--- config.mk ---
export PLATFORM = sky130hd
export DESIGN_NAME = ccg_truth_table_scanner
export DESIGN_NICKNAME = d
export VERILOG_FILES = /design/src/rtl/ccg_scan_pkg.sv /design/src/rtl/ccg_sig_accum.sv /design/src/rtl/ccg_truth_table_scanner.sv
export SDC_FILE = /design/constraint.sdc
export NUM_CORES = 1
export LEC_CHECK = 0
export CORE_ASPECT_RATIO = 0.8
export CORE_MARGIN = 2
export CORE_UTILIZATION = 46
export DETAILED_ROUTE_END_ITERATION = 16
export PLACE_DENSITY = 0.73
export SETUP_SLACK_MARGIN = 0.15
export SLEW_MARGIN = 10
export SYNTH_ARGS = -nofsm -noshare
export SYNTH_HDL_FRONTEND = slang
export SYNTH_SLANG_ARGS = --single-unit
--- constraint.sdc ---
create_clock -name clk -period 1.56 [get_ports clk]
set_input_delay 0.312 -clock clk [delete_from_list [all_inputs] [get_ports clk]]
set_output_delay 0.312 -clock clk [all_outputs]
set_load 0.01 [all_outputs]
--- src/rtl/ccg_scan_pkg.sv ---
// Shared types and helpers for the truth-table scanner.
package ccg_scan_pkg;

   typedef enum logic [1:0] {
      IDLE   = 2'd0,
      SETTLE = 2'd1,
      SEND   = 2'd2,
      DONE   = 2'd3
   } scan_state_t;

   localparam int unsigned SIG_W_DEF = 16;

   // Rotate left by one within the low w bits; widths up to 64 are supported.
   function automatic logic [63:0] rotl1(input logic [63:0] v, input int unsigned w);
      logic [63:0] mask;
      mask = (w >= 64) ? '1 : ((64'd1 << w) - 64'd1);
      return ((v << 1) | ((v >> (w - 1)) & 64'd1)) & mask;
   endfunction

endpackage

--- src/rtl/ccg_sig_accum.sv ---
// Rotating-XOR signature register: sig <= rotl1(sig) ^ zero_ext(din) when enabled.
module ccg_sig_accum
   import ccg_scan_pkg::*;
#(
   parameter int unsigned N_OUT = 10,
   parameter int unsigned SIG_W = SIG_W_DEF
) (
   input  logic             clk,
   input  logic             rst_n,
   input  logic             clr,
   input  logic             en,
   input  logic [N_OUT-1:0] din,
   output logic [SIG_W-1:0] sig
);

   logic [SIG_W-1:0] sig_q;
   logic [SIG_W-1:0] sig_d;

   always_comb begin
      sig_d = sig_q;
      if (clr) begin
         sig_d = '0;
      end else if (en) begin
         sig_d = SIG_W'(rotl1(64'(sig_q), SIG_W)) ^ SIG_W'(din);
      end
   end

   always_ff @(posedge clk or negedge rst_n) begin
      if (!rst_n) begin
         sig_q <= '0;
      end else begin
         sig_q <= sig_d;
      end
   end

   assign sig = sig_q;

endmodule

--- src/rtl/ccg_truth_table_scanner.sv ---
// Walks a combinational DUT through every input code, captures its outputs after a
// settle window, streams {index, outputs} records and folds them into a signature.
module ccg_truth_table_scanner
   import ccg_scan_pkg::*;
#(
   parameter int unsigned N_IN          = 3,
   parameter int unsigned N_OUT         = 10,
   parameter int unsigned SETTLE_CYCLES = 2,
   parameter int unsigned SIG_W         = SIG_W_DEF
) (
   input  logic             clk,
   input  logic             rst_n,
   input  logic             start,
   input  logic             abort,
   output logic             busy,
   output logic             done,
   output logic [N_IN-1:0]  dut_x,
   input  logic [N_OUT-1:0] dut_f,
   output logic             rec_valid,
   input  logic             rec_ready,
   output logic [N_IN-1:0]  rec_idx,
   output logic [N_OUT-1:0] rec_f,
   output logic             rec_last,
   output logic [SIG_W-1:0] sig_out
);

   localparam int unsigned   CNT_W    = $clog2(SETTLE_CYCLES + 1);
   localparam logic [N_IN:0] LAST_IDX = {1'b0, {N_IN{1'b1}}};

   scan_state_t      state_q, state_d;
   logic [CNT_W-1:0] cnt_q, cnt_d;
   logic [N_IN:0]    idx_q, idx_d;
   logic [N_IN-1:0]  dut_x_q, dut_x_d;
   logic             busy_q, busy_d;
   logic             done_q, done_d;
   logic             rec_valid_q, rec_valid_d;
   logic [N_IN-1:0]  rec_idx_q, rec_idx_d;
   logic [N_OUT-1:0] rec_f_q, rec_f_d;
   logic             rec_last_q, rec_last_d;
   logic [SIG_W-1:0] sig_out_q, sig_out_d;
   logic             sig_clr;
   logic             sig_en;
   logic [SIG_W-1:0] sig;

   ccg_sig_accum #(
      .N_OUT (N_OUT),
      .SIG_W (SIG_W)
   ) u_sig_accum (
      .clk   (clk),
      .rst_n (rst_n),
      .clr   (sig_clr),
      .en    (sig_en),
      .din   (rec_f_q),
      .sig   (sig)
   );

   always_comb begin
      state_d     = state_q;
      cnt_d       = cnt_q;
      idx_d       = idx_q;
      dut_x_d     = dut_x_q;
      busy_d      = busy_q;
      done_d      = 1'b0;
      rec_valid_d = rec_valid_q;
      rec_idx_d   = rec_idx_q;
      rec_f_d     = rec_f_q;
      rec_last_d  = rec_last_q;
      sig_out_d   = sig_out_q;
      sig_clr     = 1'b0;
      sig_en      = 1'b0;

      // Abort overrides everything, including a same-cycle handshake and the DONE update.
      if (abort && (state_q != IDLE)) begin
         state_d     = IDLE;
         cnt_d       = '0;
         idx_d       = '0;
         dut_x_d     = '0;
         busy_d      = 1'b0;
         rec_valid_d = 1'b0;
      end else begin
         unique case (state_q)
            IDLE: begin
               if (start) begin
                  state_d = SETTLE;
                  cnt_d   = '0;
                  idx_d   = '0;
                  dut_x_d = '0;
                  busy_d  = 1'b1;
                  sig_clr = 1'b1;
               end
            end
            SETTLE: begin
               cnt_d = cnt_q + 1'b1;
               if (cnt_q == CNT_W'(SETTLE_CYCLES - 1)) begin
                  state_d     = SEND;
                  rec_f_d     = dut_f;
                  rec_idx_d   = idx_q[N_IN-1:0];
                  rec_last_d  = (idx_q == LAST_IDX);
                  rec_valid_d = 1'b1;
               end
            end
            SEND: begin
               if (rec_ready) begin
                  sig_en      = 1'b1;
                  rec_valid_d = 1'b0;
                  if (rec_last_q) begin
                     state_d = DONE;
                     busy_d  = 1'b0;
                     done_d  = 1'b1;
                  end else begin
                     state_d = SETTLE;
                     idx_d   = idx_q + 1'b1;
                     dut_x_d = idx_d[N_IN-1:0];
                     cnt_d   = '0;
                  end
               end
            end
            DONE: begin
               state_d   = IDLE;
               sig_out_d = sig;
            end
            default: state_d = IDLE;
         endcase
      end
   end

   always_ff @(posedge clk or negedge rst_n) begin
      if (!rst_n) begin
         state_q     <= IDLE;
         cnt_q       <= '0;
         idx_q       <= '0;
         dut_x_q     <= '0;
         busy_q      <= 1'b0;
         done_q      <= 1'b0;
         rec_valid_q <= 1'b0;
         rec_idx_q   <= '0;
         rec_f_q     <= '0;
         rec_last_q  <= 1'b0;
         sig_out_q   <= '0;
      end else begin
         state_q     <= state_d;
         cnt_q       <= cnt_d;
         idx_q       <= idx_d;
         dut_x_q     <= dut_x_d;
         busy_q      <= busy_d;
         done_q      <= done_d;
         rec_valid_q <= rec_valid_d;
         rec_idx_q   <= rec_idx_d;
         rec_f_q     <= rec_f_d;
         rec_last_q  <= rec_last_d;
         sig_out_q   <= sig_out_d;
      end
   end

   assign busy      = busy_q;
   assign done      = done_q;
   assign dut_x     = dut_x_q;
   assign rec_valid = rec_valid_q;
   assign rec_idx   = rec_idx_q;
   assign rec_f     = rec_f_q;
   assign rec_last  = rec_last_q;
   assign sig_out   = sig_out_q;

endmodule

==> out/summary.txt <==
CTS tree = yes
Crit path arrival time = 1790 ps
FF-to-FF Start = cnt_q[1]$_DFFE_PN0P_
Slowest-stage cell, CP = dfrtp_1
max_cap viols = 0
I/O pins = 51
unrepaired setup endpoints after global routing = true
Vias/cell = 5.18
relative slew slack = 0.709
CORE AREA = 5410 sq um
Flop pwr share = 0.372
Crit path buffers/inverters = 3
worst-path maximum fanout = 7
minimum clock period after layout = 1580 ps
average size of a mapped cell = 13.8 sq um
WL final = 5890 microns
EDFF count, synth = 0
violated checks = negative setup slack
Lkg Pwr = 1.97 nW
Worst-Skew Late Latency = 330 ps
Setup crit start kind = flip-flop
initial antenna violation count = 0
Slew @ Worst Pin = 436 ps
switching share of total power = 0.301
multi-input logic area = 1130 sq um
clock-pin slew on the worst setup and hold paths = 60 ps
Reg2Reg Setup Slack = -20 ps
Fmax achieved = 634 MHz
drt drc = 0
Synth warnings = 0
Switching Power = 1.59 mW
Post-DRT Antenna Nets = 0
Largest delay share family, worst path = flip-flops
status = finished with violations
worst r2r dst = rec_f[2]$_DFFE_PN0P_
FF+latch count, synth = 57
Crit path largest cell delay = 380 ps
Peak supply drop = 870 uV
global-route wire length before repair = 9020 microns
pin count of the biggest net entering global routing = 25
final setup margin = -17.0 ps
fillcell total = 360
register area = 1430 sq um
average wire per standard cell = 16.9 microns
CP required = 1770 ps
crit-path cells = inv_2 -> ha_4 -> nand3b_1 -> nor2_4 -> buf_6 -> buf_12 -> mux2_4
Clk pwr share = 0.287
number of buffers created by CTS = 9
H-Tree Depth = 3
ant diodes = 0
Final Net Count = 295
synthesis-to-finish area growth = 48.0%
sequential element share of the synthesized area = 0.556
CTS root buf = clkbuf_8
Crit Path Class = reg -> reg
layout cell share with drive strength beyond 1 = 0.360
Hold Vio Cnt, Final = 0
port bufs = 50
top_reg_cell synth = dfrtp_1
Worst setup EP type = flip-flop
class of the worst hold path = in -> async
post-synthesis cell count = 186
Clock Tree Buf Depth = 2
RePlAce Congestion = 0.836
asr flop ratio synth = 1.00
Int Power = 3.69 mW
Final setup viols = 10
Die Span X = 87.5 microns
gr usage total = 0.196
vias in the first global route = 1,800
drt first-iter violations = 73
initial core utilization = 0.475
DR pass1 iterations = 4
Clock Skew = 10.6 ps
Die ar. = 6190 sq um
Die Span Y = 70.8 microns
Worst Reg-to-Reg Cells = 7
Remaining Overflow, GRT = 0
P per Cell Area = 1390 nW/um^2
total negative slack = -97.9 ps
syn nets = 203
Unique masters post-synth = 38
Synth Cell Area = 2560 sq um
final period utilization = 1.01
Pwr Total = 5.27 mW
Max Slew Vio Count = 0
clk sink count = 57
row cnt = 24
via count = 1,803
Detail Placement HPWL = 3560 microns
logic gate share of total power = 0.341
[synth_stat cells, drive strengths merged (3+ instances only)]
library cell,instances,share of area
dfrtp,57,0.56
nor2b,3,0.0073
a21oi,5,0.0098
mux2i,8,0.031
buf,11,0.039
nand3,3,0.0059
nor3b,3,0.015
nand2,3,0.0073
xor2,11,0.038
o32ai,3,0.010
mux2,29,0.14
inv,8,0.012
nor2,11,0.020
a22o,10,0.034
nand3b,3,0.0088
[power groups by stage]
stage / Sequential (mW) / Combinational, mW / Clock (mW)
after floorplan: 2.01 / 0.762 / 0
after global placement: 1.99 / 1.48 / 0
after detailed placement: 2.00 / 1.51 / 0
after CTS: 1.96 / 1.63 / 1.55
after global routing: 2.00 / 1.96 / 1.62
final: 1.96 / 1.80 / 1.51
[cells by family (layout without fill, tap and decap cells)]
| family | count (synthesis) | in the layout | synth area share |
|---|---|---|---|
| flops | 57 | 57 | 0.556 |
| mux | 37 | 37 | 0.173 |
| simple gates | 34 | 35 | 0.0932 |
| compound gates | 26 | 26 | 0.0800 |
| buf+inv | 19 | 115 | 0.0502 |
| xor+xnor | 11 | 11 | 0.0376 |
| fa+ha+maj | 2 | 2 | 0.00975 |
[routing by layer]
layer,share of wire,up-vias,global-route usage
li1,-,850,-
met1,0.45,892,0.260
met2,0.49,53,0.303
met3,0.050,8,0.0758
met4,0.011,0,0.0513
met5,0,-,0
[cell usage in the layout, fill, tap and decap left out, types with 5 or more instances in the layout]
cell / netlist / final
clkdlybuf4s50_1: 0 / 11
inv_1: 8 / 7
buf_12: 0 / 5
a21oi_1: 5 / 5
clkbuf_8: 0 / 10
buf_6: 5 / 8
nor2_1: 9 / 9
xor2_1: 11 / 11
dfrtp_1: 57 / 54
buf_4: 5 / 24
a22o_1: 10 / 10
mux2i_1: 8 / 6
mux2_4: 10 / 28
dlygate4sd2_1: 0 / 37
[per-stage QoR]
stage / area [sq um] / util / instances / hold WS [ps] / setup WS (ps)
CTS: 3630 / 0.672 / 343 / 460 / 20.7
global placement: 3290 / 0.608 / 315 / 272 / -261
floorplan: 2570 / - / 186 / 16.4 / 79.1
global route: 3790 / 0.702 / 348 / 479 / -76.4
detailed placement: 3290 / 0.608 / 315 / 280 / -327
finish: 3790 / 0.702 / 348 / 459 / -17.0
[cell type report]
type | count | share of cell area
clock inverters | 5 | 0.0208
repair buffers | 91 | 0.237
flip-flops and latches | 57 | 0.377
clock buffers | 11 | 0.0373
multi-input cells | 111 | 0.299
inverters | 8 | 0.00791
well taps | 65 | 0.0214
[flip-flops by register name (all words and copies together), names as in the netlist, 2 cells and up]
name / cells
cnt_q: 2
idx_q: 4
rec_f: 10
rec_idx: 3
sig_out: 16
state_q: 2
u_sig_accum.sig: 16
[worst max-delay path by stage]
stage                               from                               to  slack (ps)  cells after the start
global route        cnt_q[1]$_DFFE_PN0P_             rec_f[0]$_DFFE_PN0P_         -80                      7
CTS                 cnt_q[1]$_DFFE_PN0P_             rec_f[8]$_DFFE_PN0P_          20                      7
floorplan           cnt_q[1]$_DFFE_PN0P_             rec_f[5]$_DFFE_PN0P_          80                      6
detailed placement                 abort  u_sig_accum.sig[14]$_DFFE_PN0P_        -330                      7
global placement                   abort  u_sig_accum.sig[10]$_DFFE_PN0P_        -260                      7
finish              cnt_q[1]$_DFFE_PN0P_             rec_f[2]$_DFFE_PN0P_         -20                      7
[timing repair]
action	in CTS	in global routing
setup endpoints to repair	82	49
pin swaps	0	13
buffers inserted	10	3
gates cloned	1	2
resized for setup	52	27
hold endpoints to repair	16	0
hold buffers	1	0
(Power assumes the default switching activity.)
